`src/rtl/instruction_fetch_unit.sv`:
```
// Instruction fetch unit: owns the PC, issues in-order word fetches under a credit limit,
// buffers tagged responses in a prefetch FIFO and handles decode stalls and redirects.
module instruction_fetch_unit #(
  parameter logic [63:0] RESET_PC = 64'h0,
  parameter int          DEPTH    = 2
) (
  input  logic        clk,
  input  logic        reset,
  output logic        imem_req_valid,
  input  logic        imem_req_ready,
  output logic [63:0] imem_req_addr,
  input  logic        imem_resp_valid,
  input  logic [31:0] imem_resp_data,
  input  logic        redirect_valid,
  input  logic [63:0] redirect_pc,
  output logic        fetch_valid,
  input  logic        id_ready,
  output logic [31:0] Instruction,
  output logic [63:0] PC_Out
);

  localparam int PW = (DEPTH > 1) ? $clog2(DEPTH) : 1;
  localparam int CW = $clog2(DEPTH + 1);
  localparam int SW = CW + 1;

  typedef struct packed {
    logic [31:0] instr;
    logic [63:0] pc;
  } entry_t;

  entry_t      fifo_mem  [DEPTH];
  logic [63:0] shadow_pc [DEPTH];

  logic [63:0]   pc;
  logic [PW-1:0] rd_ptr, wr_ptr;
  logic [PW-1:0] sh_rd_ptr, sh_wr_ptr;
  logic [CW-1:0] count;
  logic [CW-1:0] outstanding;
  logic [CW-1:0] kill_cnt;

  logic   credit_ok;
  logic   req_fire;
  logic   resp_take;
  logic   push;
  logic   pop;
  entry_t head;

  // A response with nothing outstanding (e.g. a late word from before reset) carries no tag
  // and is discarded without touching any counter.
  always_comb begin
    credit_ok      = (SW'(outstanding) + SW'(count)) < SW'(DEPTH);
    imem_req_valid = !reset && !redirect_valid && credit_ok;
    imem_req_addr  = pc;
    req_fire       = imem_req_valid && imem_req_ready;
    resp_take      = imem_resp_valid && (outstanding != '0);
    push           = resp_take && (kill_cnt == '0) && !redirect_valid;
    fetch_valid    = !reset && (count != '0);
    pop            = fetch_valid && id_ready && !redirect_valid;
    head           = fifo_mem[rd_ptr];
    Instruction    = fetch_valid ? head.instr : '0;
    PC_Out         = fetch_valid ? head.pc    : '0;
  end

  // NOTE: state registers use non-blocking assignments so every update in this block
  // sees the pre-edge values of pc, count and outstanding, exactly like the hardware.
  always_ff @(posedge clk or posedge reset) begin
    if (reset) begin
      pc          <= RESET_PC;
      count       <= '0;
      rd_ptr      <= '0;
      wr_ptr      <= '0;
      sh_rd_ptr   <= '0;
      sh_wr_ptr   <= '0;
      outstanding <= '0;
      kill_cnt    <= '0;
    end else begin
      outstanding <= outstanding + CW'(req_fire) - CW'(resp_take);
      if (req_fire)  sh_wr_ptr <= sh_wr_ptr + PW'(1);
      if (resp_take) sh_rd_ptr <= sh_rd_ptr + PW'(1);

      if (redirect_valid) begin
        // Everything still in flight after this cycle's response belongs to the old path.
        pc       <= redirect_pc;
        count    <= '0;
        rd_ptr   <= '0;
        wr_ptr   <= '0;
        kill_cnt <= outstanding - CW'(resp_take);
      end else begin
        if (req_fire) pc     <= pc + 64'd4;
        if (push)     wr_ptr <= wr_ptr + PW'(1);
        if (pop)      rd_ptr <= rd_ptr + PW'(1);
        count <= count + CW'(push) - CW'(pop);
        if (resp_take && (kill_cnt != '0)) kill_cnt <= kill_cnt - CW'(1);
      end
    end
  end

  // NOTE: the FIFO and shadow storage are not reset; validity is tracked solely by
  // count/outstanding, so clearing the arrays would only cost reset fan-out.
  always_ff @(posedge clk) begin
    if (push)     fifo_mem[wr_ptr]     <= '{instr: imem_resp_data, pc: shadow_pc[sh_rd_ptr]};
    if (req_fire) shadow_pc[sh_wr_ptr] <= pc;
  end

endmodule
```
`config.mk`:
```
export PLATFORM = sky130hd
export DESIGN_NAME = instruction_fetch_unit
export DESIGN_NICKNAME = d
export VERILOG_FILES = /design/src/rtl/instruction_fetch_unit.sv
export SDC_FILE = /design/constraint.sdc
export NUM_CORES = 1
export LEC_CHECK = 0
export CAP_MARGIN = 20
export CELL_PAD_IN_SITES_DETAIL_PLACEMENT = 1
export CELL_PAD_IN_SITES_GLOBAL_PLACEMENT = 2
export CORE_MARGIN = 2
export CORE_UTILIZATION = 39
export CTS_BUF_LIST = sky130_fd_sc_hd__clkbuf_8
export CTS_CLUSTER_DIAMETER = 60
export DETAILED_ROUTE_END_ITERATION = 7
export MAX_ROUTING_LAYER = met4
export PLACE_DENSITY = 0.9
export SYNTH_ARGS = -nofsm -noshare
export SYNTH_HDL_FRONTEND = slang
export SYNTH_SLANG_ARGS = --single-unit
```
`constraint.sdc`:
```
create_clock -name clk -period 6.12 [get_ports clk]
set_clock_uncertainty 0.2 [all_clocks]
set_input_delay 1.224 -clock clk [delete_from_list [all_inputs] [get_ports clk]]
set_output_delay 1.224 -clock clk [all_outputs]
set_load 0.1 [all_outputs]
```
==> impl_metrics.csv <==
group,metric,value,unit
cts,ctsResizeCount,0,
logic_synthesis,ys.flop_type,"edfxtp_1",
timing,fin_crit,4.39,ns
worst_setup_path,crit_type,"in -> out",
power,ir_worst_vdd,230,uV
global_route,grt_pass1_vias,11896,
route,via_per_inst,5.36,
route,dr.pass1.iters,4,
die,initial_core_util,0.396,
logic_synthesis,synth-edff-count,320,
layout,nFillCells,4164,
worst_setup_path,crit_slowest_cell,"clkdlybuf4s50_1",
route,wirelength,47100,um
logic_synthesis,ys_types,52,
timing,worstMarginPinSlew,1.07,ns
worst_setup_path,end_kind,"output port",
worst_setup_path,crit_buf_inv,4,
logic_synthesis,yosysTopAreaCell,"edfxtp_1",
timing,worst_slack,1.73,ns
global_route,antenna_found_initial,5,
placed_design,gp_routability_congestion,0.777,
logic_synthesis,syn_inst,1142,
global_route,track_usage,0.228,
layout,finalCoreUtilization,0.503,
die,fp-row-count,74,
placed_design,dpl_worst_slack,1.71,ns
layout,fin_nets,1551,
cts,clk_pin_slew_worst_paths,0.06,ns
placed_design,dp_cells,1901,
worst_setup_path,reg2reg_slack,2.41,ns
logic_synthesis,synthTopCellsByArea,"edfxtp_1 (59%), dfrtp_1 (11%), mux2i_1 (6.0%), mux2_2 (4.6%), nor2_1 (3.0%)",
route,vias,10899,
logic_synthesis,synthArstFlopShare,0.188,
worst_setup_path,setup.worst_path.start_class,"input port",
worst_setup_path,worstPathCellList,"clkdlybuf4s50_1 -> clkinvlp_4 -> o21ai_4 -> buf_12 -> nor2_1 -> buf_4",
placed_design,hpwl,31400,um
power,combPwrFrac,0.240,
route,wire_per_inst,23.1,um
logic_synthesis,synth_area,16300,um^2
timing,drv_slew,0,
timing,finalHoldViolations,0,
global_route,grt_pass1_wl,73100,um
cts,cts_sinks,394,
route,drt_iter0_markers,596,
cts,numCtsBuffers,70,
logic_synthesis,syn_avg_cell_area,14.2,um^2
worst_setup_path,arrival,2.97,ns
run,cap_viol_max_count,0,
global_route,grt-ovfl-total,0,
timing,fin_crit_sh,0.717,
route,drc,0,
power,p_seq_frac,0.463,
worst_setup_path,cp_max_fo,97,
layout,area_delta_synth_final,27.0,%
global_route,grt_start_max_net_pins,98,
die,die_area,43300,um^2
layout,layout_commonest_cell,"edfxtp_1",
logic_synthesis,yosys.area.top_type_share,0.591,
run_status,status,"complete, no violations",
cts,cts_tree,"done",
timing,whs,0.317,ns
logic_synthesis,ys_ff_latch,394,
timing,tns,0,ns
power,power_switching_share,0.348,
route,ant_nets,0,
logic_synthesis,ys_seq_area_frac,0.705,
power,p_leak,7.29,nW
layout,layout_common_cells,"edfxtp_1 (320), clkdlybuf4s50_1 (164), nor2_1 (128), buf_4 (115), nand2_1 (107)",
power,p_int,5.01,mW
timing,setup_viol_count_final,0,
die,core,41000,um^2
worst_hold_path,hold_class,"reg -> reg",
cts,cts-root-buf,"clkbuf_8",
timing,relSlewSlack,0.287,
power,power_switching,2.68,mW
cts,clock_latency,0.62,ns
placed_design,portBuffers,263,
worst_setup_path,required,4.70,ns
cts,clockBufferDepth,3,
worst_setup_path,critPathMaxStageDelay,0.55,ns
timing,rsz0062_at_grt,"false",
layout,drive_gt1_frac,0.197,
logic_synthesis,yosysWarnings,0,
cts,cts_max_level,3,
cts,postCtsSetupBuffers,0,
die,die_y,208,um
logic_synthesis,syn_nets,1252,
worst_setup_path,crit_family,"buffers and inverters",
die,fp.dieW,208,um
power,clkPwrFrac,0.297,
layout,final_cell_count_no_fill,2034,
power,power.density,373,nW/um^2
timing,fmax,228,MHz
die,top_level_ports,264,
cts,cts-hold-fix-buffers,0,
==> synthesized netlist by cell type (2+ instances only) <==
library cell,n
nand4_1,23
xor2_1,4
nor2b_1,2
nor3_1,16
or3_1,3
nor4_1,9
nand2_1,107
a31o_2,3
dfrtp_1,74
a21oi_1,10
or4_4,2
mux2i_1,98
a211o_1,3
o21ai_1,2
buf_1,14
o211ai_1,15
clkbuf_1,39
and2_1,5
inv_1,18
and4_1,5
a31oi_1,16
and3_1,12
a221o_1,11
nand3_1,20
a21o_1,3
a22oi_1,4
a32oi_1,2
ha_1,7
or4_1,4
o311ai_0,21
edfxtp_1,320
xnor2_1,7
nor2_1,132
o31ai_1,4
mux2_2,66
o21ai_0,45
==> flip-flops by register name, summed over array words and instances, names as in the netlist <==
register and cells:
imem_req_addr 64, sh_wr_ptr 1, outstanding 2, sh_rd_ptr 1
count 2, wr_ptr 1, fifo_mem 192, shadow_pc 128
rd_ptr 1, kill_cnt 2
==> metal layers <==
layer  up-vias  track usage  part of all wire
li1       4957            -                 -
met1      5551        0.281              0.42
met2       318        0.375              0.50
met3        73       0.0522             0.056
met4         0       0.0692             0.021
met5         -            -                 0
==> cells by family (layout without fill, tap and decap cells) <==
group,after synthesis,count (layout),share of synthesized area
flops,394,394,0.705
simple gates,350,350,0.0994
mux,164,164,0.106
compound gates,142,142,0.0596
buf+inv,73,426,0.0174
xor+xnor,11,11,0.00593
fa+ha+maj,8,8,0.00662
other cells,0,7,0
==> area by class of cell <==
class,instances,area [um^2],area share
inverter,18,71.3,0.00345
clock buffer,78,1070,0.0520
tap,532,666,0.0322
timing repair buffer,282,2550,0.124
sequential,394,11500,0.556
antenna,7,17.5,0.000848
multi-input combinational,675,4570,0.221
clock inverter,48,231,0.0112
==> metrics by stage <==
stage                     area (um^2)  total power [mW]
after floorplan                 16300              4.88
after global placement          19300              5.40
after detailed placement        19300              5.47
after CTS                       20600              7.78
after global routing            20600              8.02
final                           20600              7.69
==> worst reg2reg max path: cells and delay by family, from the launching register on <==
kind	cells	cell delay (ns)
AO/OA/AOI/OAI	2	0.47
flip-flops	1	0.55
AND/OR/NAND/NOR	4	2.36
==> path summary, 6_finish.rpt <==
kind	depth (start not counted)	startpoint	end
hold / removal	0	imem_req_addr[1]	shadow_pc[1][1]
hold reg to reg	0	imem_req_addr[1]	shadow_pc[1][1]
max in group asynchronous	3	reset	rd_ptr
min in group asynchronous	2	reset	outstanding[0]
setup / recovery	6	reset	PC_Out[49]
setup reg to reg	6	imem_req_addr[6]	imem_req_addr[49]
==> power groups by stage <==
| stage | combinational (mW) | sequential [mW] | clock, mW |
|---|---|---|---|
| after floorplan | 1.04 | 3.85 | 0 |
| after global placement | 1.81 | 3.59 | 0 |
| after detailed placement | 1.86 | 3.61 | 0 |
| after CTS | 1.87 | 3.56 | 2.35 |
| after global routing | 1.95 | 3.60 | 2.47 |
| final | 1.85 | 3.56 | 2.28 |
Power figures use the tool's default switching activity.
